$ cat config.mk
export PLATFORM = sky130hd
export DESIGN_NAME = drive_phase_scheduler
export DESIGN_NICKNAME = d
export VERILOG_FILES = /design/src/rtl/drive_pkg.sv /design/src/rtl/phase_timer.sv /design/src/rtl/drive_phase_scheduler.sv
export SDC_FILE = /design/constraint.sdc
export NUM_CORES = 1
export LEC_CHECK = 0
export BUFFER_PORTS_ARGS = -buffer_cell sky130_fd_sc_hd__buf_2
export CORE_MARGIN = 2
export CORE_UTILIZATION = 49
export DETAILED_ROUTE_END_ITERATION = 10
export GPL_TIMING_DRIVEN = 0
export HOLD_SLACK_MARGIN = 0.06
export PLACE_DENSITY = 0.72
export SETUP_SLACK_MARGIN = 0.05
export SLEW_MARGIN = 10
export SYNTH_ARGS = -nofsm -noshare
export SYNTH_HDL_FRONTEND = slang
export SYNTH_SLANG_ARGS = --single-unit
$ cat constraint.sdc
create_clock -name clk -period 2.4 [get_ports clk]
set_input_delay 0.36 -clock clk [delete_from_list [all_inputs] [get_ports clk]]
set_output_delay 0.36 -clock clk [all_outputs]
set_load 0.02 [all_outputs]
$ cat src/rtl/drive_pkg.sv
// Shared definitions for the drive phase scheduler.
// Contents: mission state codes, drive bus layout, fixed bus patterns.
package drive_pkg;

    localparam int unsigned BUS_W = 8;

    // Mission state codes (also the value seen on the phase output)
    typedef enum logic [2:0] {
        ST_IDLE    = 3'd0,
        ST_SEARCH  = 3'd1,
        ST_HANDOFF = 3'd2,
        ST_GOAL    = 3'd3,
        ST_BACKOFF = 3'd4,
        ST_PAUSED  = 3'd5
    } state_e;

    // Drive bus layout, MSB first: {FWD_A, FWD_B, BWD_A, BWD_B, DutyA[1:0], DutyB[1:0]}
    typedef struct packed {
        logic       fwd_a;
        logic       fwd_b;
        logic       bwd_a;
        logic       bwd_b;
        logic [1:0] duty_a;
        logic [1:0] duty_b;
    } drive_bus_t;

    // Both motors in reverse at full duty (8'b0011_1111)
    localparam drive_bus_t BACKOFF_PATTERN = '{
        fwd_a:  1'b0,
        fwd_b:  1'b0,
        bwd_a:  1'b1,
        bwd_b:  1'b1,
        duty_a: 2'b11,
        duty_b: 2'b11
    };

    // Motors off
    localparam drive_bus_t IDLE_BUS = '0;

endpackage

$ cat src/rtl/phase_timer.sv
// Shared phase timer for the drive phase scheduler.
// Up-counter with synchronous clear and freeze. It stops advancing once it
// reaches the terminal value, so a phase interrupted on its last cycle still
// matches when it resumes instead of running past the compare point.
// Ports:
//   clk        in   system clock
//   rst        in   synchronous active-high reset
//   clear_i    in   force count to zero (wins over freeze)
//   freeze_i   in   hold the current count
//   terminal_i in   compare value (terminal count - 1)
//   match_c    out  combinational: count == terminal_i
module phase_timer #(
    parameter int unsigned CNT_W = 32
) (
    input  logic             clk,
    input  logic             rst,
    input  logic             clear_i,
    input  logic             freeze_i,
    input  logic [CNT_W-1:0] terminal_i,
    output logic             match_c
);

    logic [CNT_W-1:0] cnt_q;
    logic [CNT_W-1:0] cnt_d;

    assign match_c = (cnt_q == terminal_i);

    // Next count
    always_comb begin
        cnt_d = cnt_q;
        if (clear_i) begin
            cnt_d = '0;
        end else if (!freeze_i && !match_c) begin
            cnt_d = cnt_q + CNT_W'(1);
        end
    end

    // Count register
    always_ff @(posedge clk) begin
        if (rst) begin
            cnt_q <= '0;
        end else begin
            cnt_q <= cnt_d;
        end
    end

endmodule

$ cat src/rtl/drive_phase_scheduler.sv
// Mission-level owner of the shared motor drive bus.
// Runs ball search, then goal seek, via enable/done handshakes with the two
// direction controllers, inserting a motors-off dead time between grants.
// Pause and boundary back-off override both controllers.
// Optional feature macro: GOAL_WATCHDOG_EN limits the GOAL phase to
// GOAL_TIMEOUT cycles and pulses wd_timeout on expiry; when undefined the
// GOAL phase is unbounded and wd_timeout stays 0.
// Ports:
//   clk           in   system clock
//   rst           in   synchronous active-high reset
//   start         in   level, IDLE -> SEARCH
//   stop          in   level, any state -> IDLE
//   pause         in   level, freeze mission with motors off
//   inductance    in   boundary wire detected
//   ball_captured in   search complete
//   search_bus    in   drive bus from search controller
//   goal_bus      in   drive bus from goal controller
//   goal_done     in   goal controller done (high when idle)
//   en_search     out  search controller enable
//   en_goal       out  goal controller enable
//   motor_bus     out  granted drive bus
//   phase         out  current state code
//   wd_timeout    out  one-cycle pulse on goal watchdog expiry
module drive_phase_scheduler
    import drive_pkg::*;
#(
    parameter int unsigned HANDOFF_CYCLES = 10_000_000,
    parameter int unsigned BACKOFF_CYCLES = 200_000_000,
    parameter int unsigned GOAL_TIMEOUT   = 1_500_000_000,
    parameter int unsigned CNT_W          = 32
) (
    input  logic             clk,
    input  logic             rst,
    input  logic             start,
    input  logic             stop,
    input  logic             pause,
    input  logic             inductance,
    input  logic             ball_captured,
    input  logic [BUS_W-1:0] search_bus,
    input  logic [BUS_W-1:0] goal_bus,
    input  logic             goal_done,
    output logic             en_search,
    output logic             en_goal,
    output logic [BUS_W-1:0] motor_bus,
    output logic [2:0]       phase,
    output logic             wd_timeout
);

    localparam logic [CNT_W-1:0] HANDOFF_TC = CNT_W'(HANDOFF_CYCLES - 1);
    localparam logic [CNT_W-1:0] BACKOFF_TC = CNT_W'(BACKOFF_CYCLES - 1);
    localparam logic [CNT_W-1:0] GOAL_TC    = CNT_W'(GOAL_TIMEOUT - 1);

    state_e     state_q, state_d;
    state_e     pause_ret_q, pause_ret_d;
    state_e     backoff_ret_q, backoff_ret_d;
    state_e     handoff_next_q, handoff_next_d;
    logic       goal_busy_q, goal_busy_d;
    logic       ball_pending_q, ball_pending_d;
    drive_bus_t motor_bus_q, motor_bus_d;
    logic       en_search_q, en_search_d;
    logic       en_goal_q, en_goal_d;
    logic       wd_timeout_q, wd_fire_c;

    logic             tmr_clear_c;
    logic             tmr_freeze_c;
    logic [CNT_W-1:0] tmr_term_c;
    logic             tmr_match_c;

    phase_timer #(
        .CNT_W (CNT_W)
    ) u_timer (
        .clk        (clk),
        .rst        (rst),
        .clear_i    (tmr_clear_c),
        .freeze_i   (tmr_freeze_c),
        .terminal_i (tmr_term_c),
        .match_c    (tmr_match_c)
    );

    // Timer compare value and run/freeze per current state
    always_comb begin
        tmr_freeze_c = 1'b1;
        tmr_term_c   = HANDOFF_TC;
        case (state_q)
            ST_HANDOFF: tmr_freeze_c = 1'b0;
            ST_BACKOFF: begin
                tmr_freeze_c = 1'b0;
                tmr_term_c   = BACKOFF_TC;
            end
            ST_GOAL: begin
                tmr_term_c = GOAL_TC;
`ifdef GOAL_WATCHDOG_EN
                tmr_freeze_c = 1'b0;
`endif
            end
            default: ;
        endcase
    end

    // Next state; priority stop > pause > inductance > phase completion
    always_comb begin
        state_d        = state_q;
        pause_ret_d    = pause_ret_q;
        backoff_ret_d  = backoff_ret_q;
        handoff_next_d = handoff_next_q;
        goal_busy_d    = goal_busy_q;
        ball_pending_d = ball_pending_q;
        tmr_clear_c    = 1'b0;
        wd_fire_c      = 1'b0;

        if (stop) begin
            state_d        = ST_IDLE;
            goal_busy_d    = 1'b0;
            ball_pending_d = 1'b0;
            tmr_clear_c    = 1'b1;
        end else if (state_q == ST_IDLE) begin
            if (start) begin
                state_d     = ST_SEARCH;
                tmr_clear_c = 1'b1;
            end
        end else if (state_q == ST_PAUSED) begin
            // Resume keeps the frozen timer value
            if (!pause) begin
                state_d = pause_ret_q;
            end
        end else if (pause) begin
            state_d     = ST_PAUSED;
            pause_ret_d = state_q;
            if (state_q == ST_SEARCH && ball_captured) begin
                ball_pending_d = 1'b1;
            end
        end else if (inductance && (state_q == ST_SEARCH || state_q == ST_GOAL)) begin
            state_d       = ST_BACKOFF;
            backoff_ret_d = state_q;
            tmr_clear_c   = 1'b1;
            // A capture that coincides with the boundary is serviced after back-off
            if (state_q == ST_SEARCH && ball_captured) begin
                ball_pending_d = 1'b1;
            end
            if (state_q == ST_GOAL && !goal_done) begin
                goal_busy_d = 1'b1;
            end
        end else begin
            case (state_q)
                ST_SEARCH: begin
                    if (ball_captured || ball_pending_q) begin
                        state_d        = ST_HANDOFF;
                        handoff_next_d = ST_GOAL;
                        ball_pending_d = 1'b0;
                        tmr_clear_c    = 1'b1;
                    end
                end
                ST_HANDOFF: begin
                    if (tmr_match_c) begin
                        state_d     = handoff_next_q;
                        tmr_clear_c = 1'b1;
                    end
                end
                ST_GOAL: begin
                    // Done only counts after the controller has been seen busy
                    if (goal_done && goal_busy_q) begin
                        state_d        = ST_HANDOFF;
                        handoff_next_d = ST_SEARCH;
                        goal_busy_d    = 1'b0;
                        tmr_clear_c    = 1'b1;
`ifdef GOAL_WATCHDOG_EN
                    end else if (tmr_match_c) begin
                        state_d        = ST_HANDOFF;
                        handoff_next_d = ST_SEARCH;
                        goal_busy_d    = 1'b0;
                        tmr_clear_c    = 1'b1;
                        wd_fire_c      = 1'b1;
`endif
                    end else if (!goal_done) begin
                        goal_busy_d = 1'b1;
                    end
                end
                ST_BACKOFF: begin
                    if (tmr_match_c) begin
                        tmr_clear_c = 1'b1;
                        if (!inductance) begin
                            state_d = backoff_ret_q;
                        end
                    end
                end
                default: ;
            endcase
        end
    end

    // Registered outputs follow the state being entered this edge
    always_comb begin
        motor_bus_d = IDLE_BUS;
        en_search_d = 1'b0;
        en_goal_d   = 1'b0;
        case (state_d)
            ST_SEARCH: begin
                en_search_d = 1'b1;
                motor_bus_d = drive_bus_t'(search_bus);
            end
            ST_GOAL: begin
                en_goal_d   = 1'b1;
                motor_bus_d = drive_bus_t'(goal_bus);
            end
            ST_BACKOFF: begin
                en_search_d = en_search_q;
                en_goal_d   = en_goal_q;
                motor_bus_d = BACKOFF_PATTERN;
            end
            ST_PAUSED: begin
                en_search_d = en_search_q;
                en_goal_d   = en_goal_q;
            end
            default: ;
        endcase
    end

    // State, flags and output registers
    always_ff @(posedge clk) begin
        if (rst) begin
            state_q        <= ST_IDLE;
            pause_ret_q    <= ST_IDLE;
            backoff_ret_q  <= ST_IDLE;
            handoff_next_q <= ST_IDLE;
            goal_busy_q    <= 1'b0;
            ball_pending_q <= 1'b0;
            motor_bus_q    <= IDLE_BUS;
            en_search_q    <= 1'b0;
            en_goal_q      <= 1'b0;
            wd_timeout_q   <= 1'b0;
        end else begin
            state_q        <= state_d;
            pause_ret_q    <= pause_ret_d;
            backoff_ret_q  <= backoff_ret_d;
            handoff_next_q <= handoff_next_d;
            goal_busy_q    <= goal_busy_d;
            ball_pending_q <= ball_pending_d;
            motor_bus_q    <= motor_bus_d;
            en_search_q    <= en_search_d;
            en_goal_q      <= en_goal_d;
            wd_timeout_q   <= wd_fire_c;
        end
    end

    assign en_search  = en_search_q;
    assign en_goal    = en_goal_q;
    assign motor_bus  = motor_bus_q;
    assign phase      = state_q;
    assign wd_timeout = wd_timeout_q;

endmodule

==> impl_metrics.csv <==
group,metric,value,unit
run_status,outcome,"finished, violations left",
run_status,violations,"setup timing",
grt,grt_use_total,24.1,%
logic_synthesis,ys_seq_elements,55,
logic_synthesis,ys_async_sr_fraction,0,%
grt,grt_pass1_wl,12300,um
grt,grt_max_degree,18,
routing,ant_nets,0,
logic_synthesis,synth_nets,380,
grt,grt_pass1_vias,2640,
worst_setup_path,cp_cell_sequence,"or4bb_1 -> mux2i_4 -> nand4_4 -> or4_4 -> a31oi_4 -> buf_8 -> mux2i_2 -> o21ai_2",
timing,fin_skew,0.00963,ns
routing,via_count,3024,
logic_synthesis,synth_most_common_cell,"dfxtp_1",
timing,hold_viol,0,
logic_synthesis,yosys-top-cells-count,"dfxtp_1 (55), nor2_1 (44), nand2_1 (26), nor3_1 (15)",
logic_synthesis,synth_top_family_by_area,"simple AND/OR/NAND/NOR gates",
logic_synthesis,yosys-mux-area-fraction,5.31,%
floorplanning,rows,28,
logic_synthesis,synth-simple-area-share,30.5,%
logic_synthesis,synth-compound-area-share,13.4,%
worst_setup_path,critical_path_class,"flop to flop",
cts,cts_tree,"built",
grt,overflow,0,
layout,n_antenna_cell,0,
logic_synthesis,syn_area_per_cell,8.29,sq um
worst_setup_path,critPathMaxStageDelay,0.60,ns
logic_synthesis,yosysWarnings,0,
cts,numCtsBuffers,5,
floorplanning,fp.dieH,81.5,um
cts,hold_buffers,0,
timing,fin_crit_sh,116,%
timing,rsz0062_at_grt,"true",
worst_setup_path,endpoint_kind,"flop",
logic_synthesis,yosysTopAreaCell,"dfxtp_1",
logic_synthesis,synth_xor_area_share,8.04,%
floorplanning,io_pins,38,
logic_synthesis,seq_area_frac_synth,37.4,%
logic_synthesis,synth_fa_ha_area_share,0.425,%
routing,drtIter0Drc,165,
grt,grt_busiest_layer,"met2",
timing,tightest_slew,1.06,ns
logic_synthesis,synth_top_area_share,37.4,%
worst_setup_path,worst_setup_path_start_kind,"flop",
timing,slew_viol_final,0,
cts,cts-root-buf,"clkbuf_8",
logic_synthesis,syn_area,2940,sq um
worst_setup_path,cp_max_fo,6,
routing,routed_wirelength,9220,um
floorplanning,design.core.area,5850,sq um
logic_synthesis,synthCells,355,
pwr,vdd_ir_drop_max,0.000312,V
floorplanning,dieArea,6640,sq um
layout,drive_gt1_share,39.0,%
timing,setup_viol,43,
logic_synthesis,synth_top_flop_cell,"dfxtp_1",
floorplanning,die_w,81.5,um
cts,clkSinkCount,55,
routing,viasPerCell,5.98,
routing,drcViolationCount,0,
cts,clk-insertion-delay-late,0.32,ns
hold_path,hold_path_class,"primary input to flop",
logic_synthesis,yosys-top-cells-area,"dfxtp_1 (37%), nor2_1 (5.6%), xnor2_1 (4.2%)",
layout,finalNetCount,455,
timing,slew_headroom,29.6,%
routing,drt_pass1_iterations,5,
placed_design,place_hpwl,4930,um
timing,fmax,360,MHz
layout,area_growth,45.6,%
cts,h-tree-depth,2,
pwr,p_per_area,409,nW/um^2
worst_setup_path,crit_path_top_delay_cell,"or4_4",
cts,path_clk_slew,0.10,ns
cts,clock_path_buffers,2,
floorplanning,start_util,50.3,%
placed_design,place.gp.congestion,0.907,
grt,use_met2,44.1,%
logic_synthesis,synth_edf_count,0,
routing,wl_per_cell,18.2,um
run,cap_violations,0,
worst_setup_path,cp_data_arrival_time,2.98,ns
grt,met3_usage,3.96,%
grt,grt.met1_usage,28.7,%
logic_synthesis,synth.distinct_cells,64,
pwr,power,1.75,mW
placed_design,dpl_worst_slack,-0.572,ns
timing,fin_crit,2.78,ns
timing,setup_ws,-0.377,ns
worst_setup_path,cp.required,2.61,ns
grt,antenna_found_initial,0,
pwr,p_leak,1.61,nW
placed_design,numPortBuffers,34,
layout,final_util,73.2,%
[cells by family after synthesis]
| group | count (synthesis) |
|---|---|
| simple gates | 167 |
| compound gates | 56 |
| flops | 55 |
| buf+inv | 33 |
| xor+xnor | 27 |
| mux | 15 |
| fa+ha+maj | 1 |
| other cells | 1 |
[final timing paths]
path / start / cells past startpoint / to / slack, ns
setup / recovery: u_timer.cnt_q[10]$_SDFFE_PP0P_ / 8 / motor_bus[5]$_SDFF_PP0_ / -0.38
hold / removal: goal_bus[6] / 3 / motor_bus[6]$_SDFF_PP0_ / 0.28
setup reg to reg: u_timer.cnt_q[10]$_SDFFE_PP0P_ / 8 / motor_bus[5]$_SDFF_PP0_ / -0.38
hold reg to reg: backoff_ret_q[0]$_SDFFE_PP0P_ / 2 / backoff_ret_q[0]$_SDFFE_PP0P_ / 0.45
[worst max-delay path: cells and delay by family, from the launching register on]
family | cells | cell delay, ns
AO/OA/AOI/OAI | 2 | 0.34
buffers and inverters | 1 | 0.17
flip-flops | 1 | 0.39
multiplexers | 2 | 0.46
AND/OR/NAND/NOR | 3 | 1.30
[through the flow]
| step | std cells | instance area, sq um | setup TNS (ns) | hold slack, ns |
|---|---|---|---|---|
| 2_1_floorplan | 355 | 2970 | -1.49 | 0.426 |
| 3_3_place_gp | 464 | 3230 | -17.76 | 0.436 |
| 3_5_place_dp | 464 | 3230 | -19.84 | 0.437 |
| 4_1_cts | 491 | 3760 | -3.76 | 0.274 |
| 5_1_grt | 506 | 4290 | -14.07 | 0.297 |
| 6_report | 506 | 4290 | -12.41 | 0.284 |
[sequential cells by signal (all words and copies together) (netlist names)]
| signal | count |
|---|---|
| backoff_ret_q | 3 |
| ball_pending_q | 1 |
| en_goal | 1 |
| en_search | 1 |
| goal_busy_q | 1 |
| handoff_next_q | 2 |
| motor_bus | 8 |
| pause_ret_q | 3 |
| phase | 3 |
| u_timer.cnt_q | 32 |
[layer usage]
layer | wire [um] | up-vias
li1 | - | 1410
met1 | 3630 | 1447
met5 | 0 | -
met3 | 522 | 38
met4 | 350 | 0
met2 | 4720 | 129
[cell usage in the layout, fill, tap and decap left out, drive strengths merged, types with 12 or more instances in the layout]
cell	instances
nand2	26
nand4	12
nand3	14
nor3	16
mux2i	13
inv	14
a21oi	14
dfxtp	55
xnor2	14
xor2	13
o21ai	14
clkbuf	21
buf	73
nor2	44
[power by group]
group / total (mW) / internal, mW / switching [mW]
combinational: 0.161 / 0.0705 / 0.0900
sequential: 0.920 / 0.917 / 0.00288
clock: 0.674 / 0.344 / 0.330
[layout make-up]
type	count	area, sq um
Multi-Input combinational cell	267	2160
Timing Repair Buffer	69	577
Inverter	13	48.8
Clock buffer	6	82.6
Fill cell	413	1570
Tap cell	75	93.8
Clock inverter	2	38.8
Buffer	19	169
Sequential cell	55	1110
[timing repair]
| action | in CTS | in global routing |
|---|---|---|
| cloned | 2 | 4 |
| pin swaps | 15 | 40 |
| gates resized for setup | 53 | 85 |
| endpoints found under the setup margin | 44 | 43 |
| buffers inserted | 18 | 11 |
No activity file was read; power rests on OpenSTA's default activity.
